### config.mk
export PLATFORM = sky130hd
export DESIGN_NAME = reg_bank8
export DESIGN_NICKNAME = d
export VERILOG_FILES = /design/src/rtl/reg_bank8_pkg.sv /design/src/rtl/reg_bank8_wr_decode.sv /design/src/rtl/reg_bank8.sv
export SDC_FILE = /design/constraint.sdc
export NUM_CORES = 1
export LEC_CHECK = 0
export CORE_MARGIN = 1.5
export CORE_UTILIZATION = 45
export CTS_BUF_LIST = sky130_fd_sc_hd__clkbuf_2
export CTS_CLUSTER_SIZE = 20
export DETAILED_ROUTE_END_ITERATION = 10
export PLACE_DENSITY_LB_ADDON = 0.25
export SYNTH_ARGS = -nofsm -noshare
export SYNTH_HDL_FRONTEND = slang
export SYNTH_SLANG_ARGS = --single-unit
### constraint.sdc
create_clock -name clk -period 2.7 [get_ports clk]
set_input_delay 0.81 -clock clk [delete_from_list [all_inputs] [get_ports clk]]
set_output_delay 0.81 -clock clk [all_outputs]
set_load 0.02 [all_outputs]
### src/rtl/reg_bank8_pkg.sv
// Shared sizing constants and types for the eight-entry register bank.
package reg_bank8_pkg;

    localparam int REG_IDX_W      = 3;
    localparam int NUM_REGS       = 8;
    localparam int DATA_W_DEFAULT = 32;

    typedef logic [REG_IDX_W-1:0] reg_idx_t;

endpackage

### src/rtl/reg_bank8_wr_decode.sv
// Write-port address decoder: 3-bit index plus enable to a one-hot register select.
module reg_wr_decode
    import reg_bank8_pkg::*;
(
    input  reg_idx_t              idx_i,
    input  logic                  en_i,
    output logic [NUM_REGS-1:0]   onehot_o
);

    always_comb begin
        onehot_o = '0;
        if (en_i) begin
            onehot_o[idx_i] = 1'b1;
        end
    end

endmodule

### src/rtl/reg_bank8.sv
// Eight-entry register bank: one write port, two combinational read ports,
// optional write-through bypass and hard-wired zero register 0.
module reg_bank8
    import reg_bank8_pkg::*;
#(
    parameter int unsigned DATA_W  = DATA_W_DEFAULT,
    parameter bit          BYPASS  = 1'b1,
    parameter bit          R0_ZERO = 1'b0
) (
    input  logic              clk,
    input  logic              rst,
    input  logic              wr_en,
    input  reg_idx_t          wr_addr,
    input  logic [DATA_W-1:0] wr_data,
    input  reg_idx_t          rd_addr_a,
    input  reg_idx_t          rd_addr_b,
    output logic [DATA_W-1:0] rd_data_a,
    output logic [DATA_W-1:0] rd_data_b,
    output logic [7:0]        written,
    output logic [7:0]        wr_count
);

    logic [DATA_W-1:0]   regs_q [NUM_REGS];
    logic [DATA_W-1:0]   regs_d [NUM_REGS];
    logic [7:0]          written_q, written_d;
    logic [7:0]          count_q, count_d;
    logic                wr_blocked;
    logic                wr_ok;
    logic [NUM_REGS-1:0] wr_sel;

    // A write is accepted only outside reset and never into a hard-wired zero register 0.
    assign wr_blocked = R0_ZERO && (wr_addr == '0);
    assign wr_ok      = wr_en && !rst && !wr_blocked;

    reg_wr_decode u_wr_decode (
        .idx_i    (wr_addr),
        .en_i     (wr_ok),
        .onehot_o (wr_sel)
    );

    always_comb begin
        for (int i = 0; i < NUM_REGS; i++) begin
            regs_d[i] = regs_q[i];
            if (wr_sel[i]) begin
                regs_d[i] = wr_data;
            end
        end
        written_d = written_q | wr_sel;
        count_d   = count_q;
        if (wr_ok && (count_q != 8'hFF)) begin
            count_d = count_q + 8'd1;
        end
    end

    always_ff @(posedge clk) begin
        if (rst) begin
            for (int i = 0; i < NUM_REGS; i++) begin
                regs_q[i] <= '0;
            end
            written_q <= 8'h00;
            count_q   <= 8'h00;
        end else begin
            for (int i = 0; i < NUM_REGS; i++) begin
                regs_q[i] <= regs_d[i];
            end
            written_q <= written_d;
            count_q   <= count_d;
        end
    end

    function automatic logic [DATA_W-1:0] read_port(input reg_idx_t addr);
        logic [DATA_W-1:0] val;
        val = regs_q[addr];
        // wr_ok already excludes reset, so bypass shows stored data while rst is high.
        if (BYPASS && wr_ok && (addr == wr_addr)) begin
            val = wr_data;
        end
        if (R0_ZERO && (addr == '0)) begin
            val = '0;
        end
        return val;
    endfunction

    always_comb begin
        rd_data_a = read_port(rd_addr_a);
        rd_data_b = read_port(rd_addr_b);
    end

    assign written  = written_q;
    assign wr_count = count_q;

endmodule
## Yosys cells after proc, flatten, opt, wreduce, memory -nomap -nowiden

Memory sizes are Yosys's and may differ from the RTL's.
Index checks and enable logic that the tools add are counted.

- Output and inout port bits: 80
- Flip-flop bits (word level): 16
- Memory bits (writable): 256
- Memories: 1

Memories:

| memory | words | width | read ports | clocked after memory_dff | wr ports | line | RTL |
|---|---|---|---|---|---|---|---|
| regs_q | 8 | 32 | 2 | 0 | 8 | reg_bank8.sv:23 | `logic [DATA_W-1:0] regs_q [NUM_REGS];` |

- Eq/ne operators: 11
- $lt $le $gt $ge: 2
- Multiplexer cells: 24
- Bitwise gates (word level): 9
- Add/sub/neg operators: 1
- Reduce and logical (&&, ||, !) cells: 14

Operators by type and width:

| cell | count |
|---|---|
| $mux 32 | 18 |
| $reduce_and 2->1 | 8 |
| $add 8x1->8 const B | 1 |
| $mux 8 | 1 |
| $ne 1x1->1 const B | 8 |
| $ne 8x8->1 const B | 1 |
| $or 1x1->1 | 8 |
| $or 8x8->8 | 1 |
| $eq 3x3->1 | 2 |
| $logic_and 1x1->1 | 5 |
| $lt 3x4->1 const B | 1 |
| $mux 1 | 4 |
| $demux 1 s3 | 1 |
| $ge 3x1->1 const B | 1 |
| $logic_not 1->1 | 1 |

## Longest topological paths before layout

- Depth after elaboration: 8
- Mapped depth: 6

## Hierarchy

From an unflattened synthesis, not the netlist that was laid out.

- Cell total of the unflattened synthesis: 965
- Area, all modules: 14408.8 µm²

Modules (own cells, without submodules):

| module | times used | seq. area each (µm²) | cells each | area an instance (µm²) |
|---|---|---|---|---|
| reg_bank8 | 1 | 8007.7 | 957 | 14313.7 |
| reg_wr_decode | 1 | 0.0 | 8 | 95.1 |

## Worst setup path after synthesis

OpenSTA, ideal clock, no wires.

- Path kind: input to output
- Start point: input wr_addr[0]
- End point: output rd_data_b[10]
- Stages: 5
- Path buffers: 2
- Data arrival time: 1.975 ns
- Data required time: 1.890 ns
- Setup slack: -0.085 ns
- Cell sequence: buf_4 xnor2_1 nand4_2 clkbuf_1 a21oi_1

- Cells in the longest elaborated chain, start to end: 3

Ends and longest elaborated chain:

| element | line | RTL |
|---|---|---|
| from (decl) | reg_bank8.sv:13 | `input reg_idx_t wr_addr,` |
| $eq 3x3->1 | reg_bank8.sv:75 | `if (BYPASS && wr_ok && (addr == wr_addr)) begin` |
| $logic_and 1x1->1 | reg_bank8.sv:75 |  |
| $mux 32 | reg_bank8.sv:75 |  |
| to (decl) | reg_bank8.sv:18 | `output logic [DATA_W-1:0] rd_data_b,` |

Every way passes these cells.

==> metrics.csv <==
stage;metric;value;unit
global_routing;vias in the first global route;10185;
setup_path;Worst Setup End Kind;output port;
sta;final setup TNS;-18.39;ns
power_and_ir_drop;part of the power in the clock network;0.296;
setup_path;Crit path buffers/inverters;2;
sta;fin crit period;3.09;ns
power_and_ir_drop;Internal;7.52;mW
clock_network;Root Buffer;clkbuf_2;
detailed_routing;residual DRC count;0;
floorplanning;Die Width;182;um
power_and_ir_drop;worst vdd ir;0.281;mV
detailed_routing;wire per inst;23.8;um
clock_network;worst skew pair latency;0.81;ns
sta;final hold vios;0;
layout;Filler cells;2376;
sta;crit share post-route;1.15;
floorplanning;Rows;65;
logic_synthesis;sequential cell area fraction in the yosys report;0.553;
setup_path;CP most frequent cell;buf_4;
sta;Relative slew margins;0.476;
global_routing;Top Usage Layer GRT;met2;
setup_path;Crit. path cell count;5;
logic_synthesis;Synth Cell Area;14500;um^2
global_routing;first-pass GRT wire length;61.1;mm
power_and_ir_drop;sw frac;0.284;
global_routing;grt met1 use;0.335;
setup_path;slowest library cell on the worst path;mux4_2;
detailed_routing;initial DRC count;741;
sta;RSZ-0062 raised after global routing;true;
floorplanning;Die Ht;182;um
global_routing;met2 usage;0.414;
layout;commonest non-fill, non-tap cell in the layout;edfxtp_1;
logic_synthesis;Post-synth EDFFs;256;
logic_synthesis;ys flop type;edfxtp_1;
sta;# setup viols final;64;
global_routing;GRT overflow;0;
logic_synthesis;Post-Syn Area per Cell;14.9;um^2
layout;register area;8010;um^2
setup_path;crit path DAT;2.28;ns
clock_network;Max Root-Sink Buffers;3;
layout;fin nets;1286;
logic_synthesis;Seq cells post-synth;272;
layout;Layout area overhead;33.4;%
clock_network;clk sinks;272;
floorplanning;IO Pins;124;
setup_path;Cell Chain, Critical Path;mux4_2 > mux2i_1 > buf_4 > a21oi_2 > buf_4;
logic_synthesis;top-area cell type share of the netlist area;0.531;
power_and_ir_drop;Seq pwr share;0.479;
status;status;complete, but fails checks;
setup_path;Setup CP Type;reg -> out;
global_routing;GRT Resource Usage Total;0.250;
detailed_routing;Final ANT Viol Nets;0;
sta;fin. max-slew vios;0;
status;failing checks;setup timing;
power_and_ir_drop;Combinational Power Share;0.225;
power_and_ir_drop;P_sw;2.98;mW
clock_network;CTS Buf Count;71;
placed_design;Port Buf Inserts;123;
sta;clock skew;0.0242;ns
setup_path;CP max stage delay;0.48;ns
setup_path;CP top delay family;multiplexers;
clock_network;CTS H-Tree Depth;3;
detailed_routing;final WL;40.4;mm
detailed_routing;post-DR vias/cell;5.72;
setup_path;CP required;1.89;ns
detailed_routing;vias;9708;
power_and_ir_drop;Leakage Power;7.14;nW
logic_synthesis;library cells used by synthesis;37;
logic_synthesis;leading post-synthesis cells by cell area;edfxtp_1 (53%), mux4_2 (20%), and2_1 (8.3%);
logic_synthesis;syn nets;1015;
logic_synthesis;Async SR Flop Fraction;0;
logic_synthesis;synthesized instance count;970;
logic_synthesis;Yosys top cell by area;edfxtp_1;
logic_synthesis;Synth warnings;0;
clock_network;CTS tree;built;
worst_hold_path;WHS Path Cells;2;
global_routing;largest net degree at the start of global routing;58;
floorplanning;initial core utilization;0.458;
placed_design;RePlAce Congestion;0.780;
layout;commonest non-fill, non-tap cells in the layout;edfxtp_1 (256), and2_1 (192), mux4_2 (128), buf_4 (122), clkbuf_2 (101);
placed_design;post-DP HPWL;24.1;mm
global_routing;GR Util met3;0.0465;
global_routing;initial antenna violation count;1;
setup_path;R2R depth;5;
power_and_ir_drop;pwr dens;543;nW/um^2
clock_network;hold buffers post-CTS;0;
floorplanning;Core Area;31600;um^2
detailed_routing;drt first pass iters;5;
worst_hold_path;Hold Path Class;reg -> reg;
clock_network;Clock transition at path regs;0.11;ns
sta;worst slew pin tran;0.785;ns
sta;Max Fclk;323;MHz
setup_path;type of origin of the critical path;flip-flop;
layout;layout cells sized above 1;0.476;
setup_path;critical path peak fanout;2;
sta;fin worst setup slack;-0.393;ns
placed_design;Placed Cells;1541;
floorplanning;die area;33300;um^2
layout;area of the multi-input gates;7020;um^2
layout;final std cells w/o fill;1698;
job;max cap viols;0;
per-layer routing:
metal / up-vias / wire length [um]
met1: 4935 / 16900
met2: 396 / 19800
li1: 4311 / -
met5: - / 0
met4: 0 / 975
met3: 66 / 2720
power by group through the flow:
stage | combinational, mW | sequential (mW) | clock, mW
CTS | 2.26 | 5.03 | 3.18
finish | 2.36 | 5.03 | 3.11
detailed placement | 2.13 | 5.12 | 0
global route | 2.48 | 5.06 | 3.41
floorplan | 1.25 | 5.08 | 0
global placement | 2.11 | 5.10 | 0
state kept, by name, summed over array words and instances (netlist names):
register	cells
regs_q	256
wr_count	8
written	8
cell families (layout without fill, tap and decap cells):
family,after synthesis,after routing,share of synthesized area
AND/OR/NAND/NOR,342,342,0.140
multiplexers,193,193,0.244
buffers and inverters,79,404,0.0309
flip-flops,272,272,0.553
adder cells (fa/ha/maj),1,1,0.000864
AO/OA/AOI/OAI,75,75,0.0269
XOR/XNOR,8,8,0.00484
other,0,1,0
stage by stage:
stage / hold WS, ns / area, um^2 / setup WS [ns] / util / total power [mW]
after floorplan: 0.522 / 15100 / -0.0201 / - / 6.33
after global placement: 0.435 / 17600 / -0.940 / 0.556 / 7.21
after detailed placement: 0.443 / 17600 / -0.992 / 0.556 / 7.25
after CTS: 0.459 / 19000 / -0.474 / 0.600 / 10.5
after global routing: 0.489 / 19300 / -0.521 / 0.611 / 11.0
final: 0.457 / 19300 / -0.393 / 0.611 / 10.5
cell type report:
type | instances | share of cell area
Sequential cell | 272 | 0.415
Multi-Input combinational cell | 619 | 0.363
Timing Repair Buffer | 274 | 0.158
Tap cell | 402 | 0.0260
Clock buffer | 99 | 0.0256
Clock inverter | 28 | 0.0116
Inverter | 3 | 0.000583
Antenna cell | 1 | 0.000130
tightest hold or removal path, stage by stage (launching register included):
cell and delay [ns]:
dfxtp_1 0.32, inv_1 0.05, a21oi_1 0.05
synth_stat cells, types with 2 or more instances:
master / number
nor2_1: 83
mux4_2: 128
buf_6: 12
a21oi_1: 67
xnor2_1: 6
nand4_1: 4
and2_1: 192
nand2_1: 2
clkbuf_1: 23
edfxtp_1: 256
o21ai_0: 2
mux2i_1: 65
and3_1: 3
a211oi_1: 2
clkbuf_2: 2
or2_2: 7
nand3_1: 3
and4b_1: 2
nand4_2: 2
inv_1: 3
nor2b_1: 35
nor4b_4: 3
buf_4: 4
dfxtp_1: 16
xor2_1: 2
buf_2: 35
what timing repair did:
action,CTS,global route
setup buffers,8,11
pin swaps,41,31
endpoints found under the setup margin,72,65
gates cloned,8,2
resized for setup,437,57
path summary, 6_finish.rpt:
path,startpoint,end,slack (ns)
setup reg to reg,wr_count[0],wr_count[0],1.14
setup / recovery,regs_q[2][1],rd_data_a[1],-0.39
hold reg to reg,written[7],written[7],0.46
hold / removal,written[7],written[7],0.46
Note: power is estimated with default switching activity, not from simulation.
